==> src/rtl/buzzer_melody_seq.sv <==
// ============================================================================
// Module   : buzzer_melody_seq
// Purpose  : Plays a fixed 8-note melody on the buzzer tone interface. On a
//            start request it walks an internal ROM and drives the tone enable
//            and half-period compare value note by note. An optional silent
//            gap follows every note. It reports busy/done to the controlling
//            FSM.
// Ports    : clk_i       system clock
//            rst_n_i     asynchronous reset, active low
//            start_i     start request, accepted only while idle
//            abort_i     stop playback at the next edge, no done pulse
//            tone_en_o   buzzer enable (1 = tone sounding)
//            tone_cmp_o  buzzer half-period compare value
//            busy_o      melody in progress
//            done_o      1-cycle pulse on normal completion
//            note_idx_o  current note index during PLAY/GAP, else 0
// Revision : 1.0 - initial release
// ============================================================================
`default_nettype none

module buzzer_melody_seq #(
    parameter int CMP_W     = 22,
    parameter int TICK_DIV  = 5_000_000,
    parameter int GAP_TICKS = 1
) (
    input  logic             clk_i,
    input  logic             rst_n_i,
    input  logic             start_i,
    input  logic             abort_i,
    output logic             tone_en_o,
    output logic [CMP_W-1:0] tone_cmp_o,
    output logic             busy_o,
    output logic             done_o,
    output logic [2:0]       note_idx_o
);

    typedef enum logic [1:0] {
        S_IDLE = 2'd0,
        S_PLAY = 2'd1,
        S_GAP  = 2'd2,
        S_DONE = 2'd3
    } state_t;

    localparam int         TW       = (TICK_DIV > 1) ? $clog2(TICK_DIV) : 1;
    localparam logic [TW-1:0] TICK_LAST = TW'(TICK_DIV - 1);
    localparam logic [3:0] GAP_LAST = (GAP_TICKS > 0) ? 4'(GAP_TICKS - 1) : 4'd0;

    // Melody ROM: compare value (0 = rest) and duration in ticks.
    function automatic logic [CMP_W-1:0] rom_cmp(input logic [2:0] i);
        case (i)
            3'd0:    rom_cmp = CMP_W'(125000);
            3'd1:    rom_cmp = CMP_W'(111111);
            3'd2:    rom_cmp = CMP_W'(99206);
            3'd3:    rom_cmp = CMP_W'(0);
            3'd4:    rom_cmp = CMP_W'(93633);
            3'd5:    rom_cmp = CMP_W'(83333);
            3'd6:    rom_cmp = CMP_W'(74405);
            default: rom_cmp = CMP_W'(62500);
        endcase
    endfunction

    function automatic logic [3:0] rom_dur(input logic [2:0] i);
        case (i)
            3'd3:    rom_dur = 4'd1;
            3'd7:    rom_dur = 4'd4;
            default: rom_dur = 4'd2;
        endcase
    endfunction

    state_t          state_q;
    logic [2:0]      idx_q;
    logic [TW-1:0]   tick_q;
    logic [3:0]      dur_q;
    logic            tone_en_q;
    logic [CMP_W-1:0] tone_cmp_q;
    logic            busy_q;
    logic            done_q;
    logic [2:0]      note_idx_q;

    logic [3:0]       dur_field;
    logic [3:0]       note_last;
    logic             tick_wrap;
    logic             note_end;
    logic             gap_end;
    logic             advance;
    logic [2:0]       idx_d;
    logic [CMP_W-1:0] cmp_d;

    assign dur_field = rom_dur(idx_q);
    // A zero duration field plays for one tick.
    assign note_last = (dur_field == 4'd0) ? 4'd0 : dur_field - 4'd1;
    assign tick_wrap = (tick_q == TICK_LAST);
    assign note_end  = (state_q == S_PLAY) && tick_wrap && (dur_q == note_last);
    assign gap_end   = (state_q == S_GAP)  && tick_wrap && (dur_q == GAP_LAST);
    // With no gap configured, the end of a note moves straight to the next step.
    assign advance   = gap_end || (note_end && (GAP_TICKS == 0));
    assign idx_d     = idx_q + 3'd1;
    assign cmp_d     = rom_cmp(idx_d);

    always_ff @(posedge clk_i or negedge rst_n_i) begin
        if (!rst_n_i) begin
            state_q    <= S_IDLE;
            idx_q      <= '0;
            tick_q     <= '0;
            dur_q      <= '0;
            tone_en_q  <= 1'b0;
            tone_cmp_q <= '0;
            busy_q     <= 1'b0;
            done_q     <= 1'b0;
            note_idx_q <= '0;
        end else if (abort_i) begin
            state_q    <= S_IDLE;
            idx_q      <= '0;
            tick_q     <= '0;
            dur_q      <= '0;
            tone_en_q  <= 1'b0;
            tone_cmp_q <= '0;
            busy_q     <= 1'b0;
            done_q     <= 1'b0;
            note_idx_q <= '0;
        end else begin
            case (state_q)
                S_IDLE: begin
                    done_q <= 1'b0;
                    if (start_i) begin
                        state_q    <= S_PLAY;
                        idx_q      <= '0;
                        tick_q     <= '0;
                        dur_q      <= '0;
                        tone_cmp_q <= rom_cmp(3'd0);
                        tone_en_q  <= (rom_cmp(3'd0) != '0);
                        busy_q     <= 1'b1;
                        note_idx_q <= '0;
                    end
                end
                S_PLAY, S_GAP: begin
                    if (tick_wrap) begin
                        tick_q <= '0;
                        if (advance) begin
                            dur_q <= '0;
                            if (idx_q == 3'd7) begin
                                state_q    <= S_DONE;
                                idx_q      <= '0;
                                tone_en_q  <= 1'b0;
                                tone_cmp_q <= '0;
                                busy_q     <= 1'b0;
                                done_q     <= 1'b1;
                                note_idx_q <= '0;
                            end else begin
                                state_q    <= S_PLAY;
                                idx_q      <= idx_d;
                                tone_cmp_q <= cmp_d;
                                tone_en_q  <= (cmp_d != '0);
                                note_idx_q <= idx_d;
                            end
                        end else if (note_end) begin
                            // Silent gap keeps the last compare value on the bus.
                            state_q   <= S_GAP;
                            dur_q     <= '0;
                            tone_en_q <= 1'b0;
                        end else begin
                            dur_q <= dur_q + 4'd1;
                        end
                    end else begin
                        tick_q <= tick_q + TW'(1);
                    end
                end
                default: begin
                    state_q <= S_IDLE;
                    done_q  <= 1'b0;
                end
            endcase
        end
    end

    assign tone_en_o  = tone_en_q;
    assign tone_cmp_o = tone_cmp_q;
    assign busy_o     = busy_q;
    assign done_o     = done_q;
    assign note_idx_o = note_idx_q;

endmodule

`default_nettype wire
==> config.mk <==
export PLATFORM = sky130hd
export DESIGN_NAME = buzzer_melody_seq
export DESIGN_NICKNAME = d
export VERILOG_FILES = /design/src/rtl/buzzer_melody_seq.sv
export SDC_FILE = /design/constraint.sdc
export NUM_CORES = 1
export LEC_CHECK = 0
export ABC_AREA = 0
export CAP_MARGIN = 15
export CELL_PAD_IN_SITES_DETAIL_PLACEMENT = 1
export CELL_PAD_IN_SITES_GLOBAL_PLACEMENT = 2
export CORE_ASPECT_RATIO = 0.6
export CORE_MARGIN = 5
export CORE_UTILIZATION = 39
export DETAILED_ROUTE_END_ITERATION = 10
export GPL_ROUTABILITY_DRIVEN = 0
export PLACE_DENSITY = 0.86
export SLEW_MARGIN = 20
export SYNTH_ARGS = -nofsm -noshare
export SYNTH_HDL_FRONTEND = slang
export SYNTH_SLANG_ARGS = --single-unit
==> constraint.sdc <==
create_clock -name clk_i -period 8.05 [get_ports clk_i]
set_clock_uncertainty 0.1 [all_clocks]
set_input_delay 1.61 -clock clk_i [delete_from_list [all_inputs] [get_ports clk_i]]
set_output_delay 1.61 -clock clk_i [all_outputs]
set_load 0.02 [all_outputs]
# Word-level counts from Yosys, hierarchy flattened
# Index checks and enable logic that the tools add are counted.
# word_totals
out_inout_bits	28
regBits	57
elab_cells	96
# classes
n_reduce_logical	18
add_sub_neg	4
n_eq_ne	17
n_mux	49
# op_table
op	n
$pmux W17 S7	1
$mux W22	5
$mux W23	3
$pmux W23 S2	1
$pmux W22 S2	1
$mux W4	6
$add A23 B1 Y23 const B	1
$eq A23 B23 Y1 const B	1
$reduce_bool A22 Y1	1
$mux W1	15
$mux W3	5
$eq A3 B3 Y1 const B	4
$mux W2	6
$ne A3 B3 Y1 const B	4
$pmux W3 S2	2
$eq A3 B2 Y1 const B	3
$reduce_and A3 Y1	3
$logic_not A4 Y1	2
$pmux W4 S2	1
$reduce_and A4 Y1	2
$reduce_and A5 Y1	1
$add A4 B1 Y4 const B	1
$eq A4 B4 Y1	1
$logic_and A1 B1 Y1	4
other kinds (13)	14

# Depth between registers and ports, before layout
# logic_depth
ltp_word	11
mapped_depth	9
mapped_depth_nobuf	7

# Worst setup path before layout
# No wires, ideal clock.
# synth_path
kind	input -> register
from	in start_i
to	reg note_idx_q[2] (netlist: note_idx_o[2])
arrival_ns	2.792
stages	5
slack_ns	5.033
required_time_ns	7.825
path_cell_list	mux2_2 or2_2 o21ai_4 buf_6 mux2_4
# synth_via
elab_chain_len	2
# synth_lines
element	line	source
start: declaration	28	input logic start_i,
$ne A3 B3 Y1 (no line)	--	
$reduce_and A4 Y1 (no line)	--	
end signal: assignment	154	note_idx_q <= idx_d;
end: declaration	78	logic [2:0] note_idx_q;
# No other way between the ends.
# A chain may end at the register's enable or synchronous reset.

# Worst setup path in the final report
# layout_path
from	in abort_i
to	reg dur_q[2]
# layout_via
elab_chain_len	2
# layout_lines
element	line	source
start: declaration	29	input logic abort_i,
$ne A3 B3 Y1 (no line) / $reduce_bool A3 Y1 (equally long branches)	--	
$reduce_and A3 Y1 (no line)	--	
end signal: assignment	162	dur_q <= dur_q + 4'd1;
end: declaration	73	logic [3:0] dur_q;
# Parallel ways exist; a longest one is shown, timed or not.

==> metrics <==
Top FF cell, synth=dfrtp_1; I/O pin cnt=32; total grt overflow=0; arrival time worst endpoint=4.08 ns; Die Wd=126 um; setup TNS=0 ns; Total Routed Length=8.38 mm; Inserted Diodes=0; Distinct cells, synth=61; mapped cell area=3140 sq um; CP Capture Type=register; met1 usage=27.6%; hold crit path type=reg -> reg; Slowest cell on crit path=clkdlybuf4s50_1; crit start category=input port; clock group share of total power=29.2%; status=finished, final reports clean; crit-path max FO=16; largest net degree at the start of global routing=51; clk slew on worst S/H paths=0.07 ns; vias per inst=5.59; placeable core area=7850 sq um; Synth Area in Simple Gates=21.5%; routed vias=2,527; H-tree depth=2; share of cells above drive strength 1=11.3%; sw power=290 uW; initial antenna violation count=0; Warnings, synthesis=0; synthesized instance count=325; Root Driver=clkbuf_16; EDFF count, synth=0; Starting Density=39.9%; critical setup path kind=in -> reg; hold bufs inserted after CTS=0; first-pass GRT wire length=14.1 mm; Seq pwr share=36.7%; crit share post-route=49.6%; CTS tree=built; Hold Slack=0.409 ns; Yosys top cell area share=39.9%; setup repair after global routing missed its margin=no; Setup Fix Bufs, Post-CTS=0; Final Hold Fails=0; HPWL Detailed=6.12 mm; Max Slew Vio Count=0; main combinational cell family by area after synthesis=simple AND/OR/NAND/NOR gates; Total Power=831 uW; Synth Area in XOR/XNOR=3.35%; top-count cell post-synth=dfrtp_1; Async S/R FF share, synth=100%; CP peak stage delay=0.86 ns; mux share of post-synthesis cell area=6.07%; M3 GR Usage=3.48%; Yosys reg bits=50; WL/cell=18.5 um; main area contributors after synthesis=dfrtp_1, ha_1, nor2_1; total power density per cell area=232 nW/um^2; Tmin final=4.00 ns; Die Area=9990 sq um; Internal=542 uW; combinational power share=34.1%; largest vdd supply drop=0.164 mV; drt first pass iters=4; All-Layer GR Usage=17.9%; Mapped Avg Cell Area=9.65 sq um; area growth from synthesis to layout=14.4%; area leader, netlist=dfrtp_1; Worst-Skew Late Latency=0.29 ns; CTS resizes=0; number of buffers created by CTS=5; Seq/Total Area, Yosys=39.9%; Cell Rows=25; Setup violations, final=0; Synth Area in Adders=6.78%; DRC Markers=0; met2 Use GR=25.1%; Die Y=79.5 um; Data required, critical path=8.13 ns; switch share=34.8%; Nets=364; antenna-violating nets left=0; Max Cap Viol=0; port bufs=25; P_leak=0.00153 uW; Final Util=45.7%; vias in the first global route=2,641; Max Freq=0.250 GHz; CTS Buffer Depth=2; post-synthesis compound-gate area fraction=16.5%; commonest cells in the synthesized netlist=dfrtp_1, nor2_1, nand2_1; crit-path cells=clkdlybuf4s50_1 -> nand2b_1 -> nor2_1 -> o311ai_1 -> a31oi_1 -> a311o_1; Clock Sinks=50; Most Crowded Layer GR=met1; Iter 0 DRT Violations=162; Slew HR=41.9%; worst-margin pin slew=0.858 ns
power by group through the flow:
stage	registers [uW]	clock network (uW)	logic, uW
after floorplan	330	0	173
after global placement	309	0	277
after detailed placement	310	0	282
after CTS	305	249	285
after global routing	310	262	307
final	305	243	283
logic make-up (layout without fill, tap and decap cells):
logic type	after synthesis	after routing
and+or+nand+nor	121	121
muxes	17	17
buffers and inverters	36	50
AOI/OAI and AO/OA	71	71
xor gates and xnor gates	12	12
other	1	6
adders and majority gates	17	17
DFF	50	50
worst max-delay path, delay by kind of cell:
kind	cells	cell delay (ns)
AO/OA/AOI/OAI	3	0.93
buffers and inverters	1	0.86
AND/OR/NAND/NOR	2	0.67
cell type report:
| cell class | instances | area (sq um) |
|---|---|---|
| fillers | 896 | 4270 |
| multi-input cells | 244 | 1720 |
| flip-flops and latches | 50 | 1250 |
| repair buffers | 26 | 253 |
| well taps | 108 | 135 |
| clock buffers | 5 | 125 |
| inverters | 16 | 60.1 |
| clock inverters | 3 | 40.0 |
layout by cell type, fill, tap and decap left out, types with 3 or more instances in the layout:
cell type        instances
xnor2_1                  9
a41o_1                   3
clkdlybuf4s50_1         24
nand4_1                  7
nor2_1                  37
ha_1                    17
or3_1                    5
nand2_1                 18
o21ai_0                 17
mux2_2                  12
inv_1                   16
dfrtp_1                 50
a22o_1                   9
nor3_1                  11
nand2b_1                 8
nand3_1                  7
conb_1                   6
clkbuf_16                5
a21oi_1                 14
nor2b_1                  3
mux2i_1                  4
xor2_1                   3
and3_1                   6
stage by stage:
stage | cell area (sq um) | setup slack, ns | instances
after global routing | 3590 | 3.91 | 452
after CTS | 3590 | 4.08 | 452
after detailed placement | 3420 | 3.80 | 444
after global placement | 3420 | 3.92 | 444
final | 3590 | 4.05 | 452
after floorplan | 3150 | 5.03 | 330
per-layer routing:
metal  vias up  wire length (um)
li1       1196                 -
met4         0                84
met3         7               255
met1      1288              4720
met5         -                 0
met2        36              3320
state kept, by name, indices dropped and copies added, names as in the netlist:
signal and flops:
state_q 2, busy_o 1, done_o 1, dur_q 4
note_idx_o 3, tone_cmp_o 15, tick_q 23, tone_en_o 1
final timing paths:
path / slack (ns) / endpoint / startpoint / depth (start not counted)
worst max-delay path: 4.05 / dur_q[2] / abort_i / 6
worst min-delay path: 0.41 / tone_cmp_o[2] / tone_cmp_o[2] / 1
worst max register to register: 4.60 / dur_q[2] / note_idx_o[0] / 7
worst min register to register: 0.41 / tone_cmp_o[2] / tone_cmp_o[2] / 1
max in group asynchronous: 6.07 / tick_q[7] / rst_n_i / 2
min in group asynchronous: 1.34 / tone_cmp_o[8] / rst_n_i / 2
Note: power is estimated with default switching activity, not from simulation.
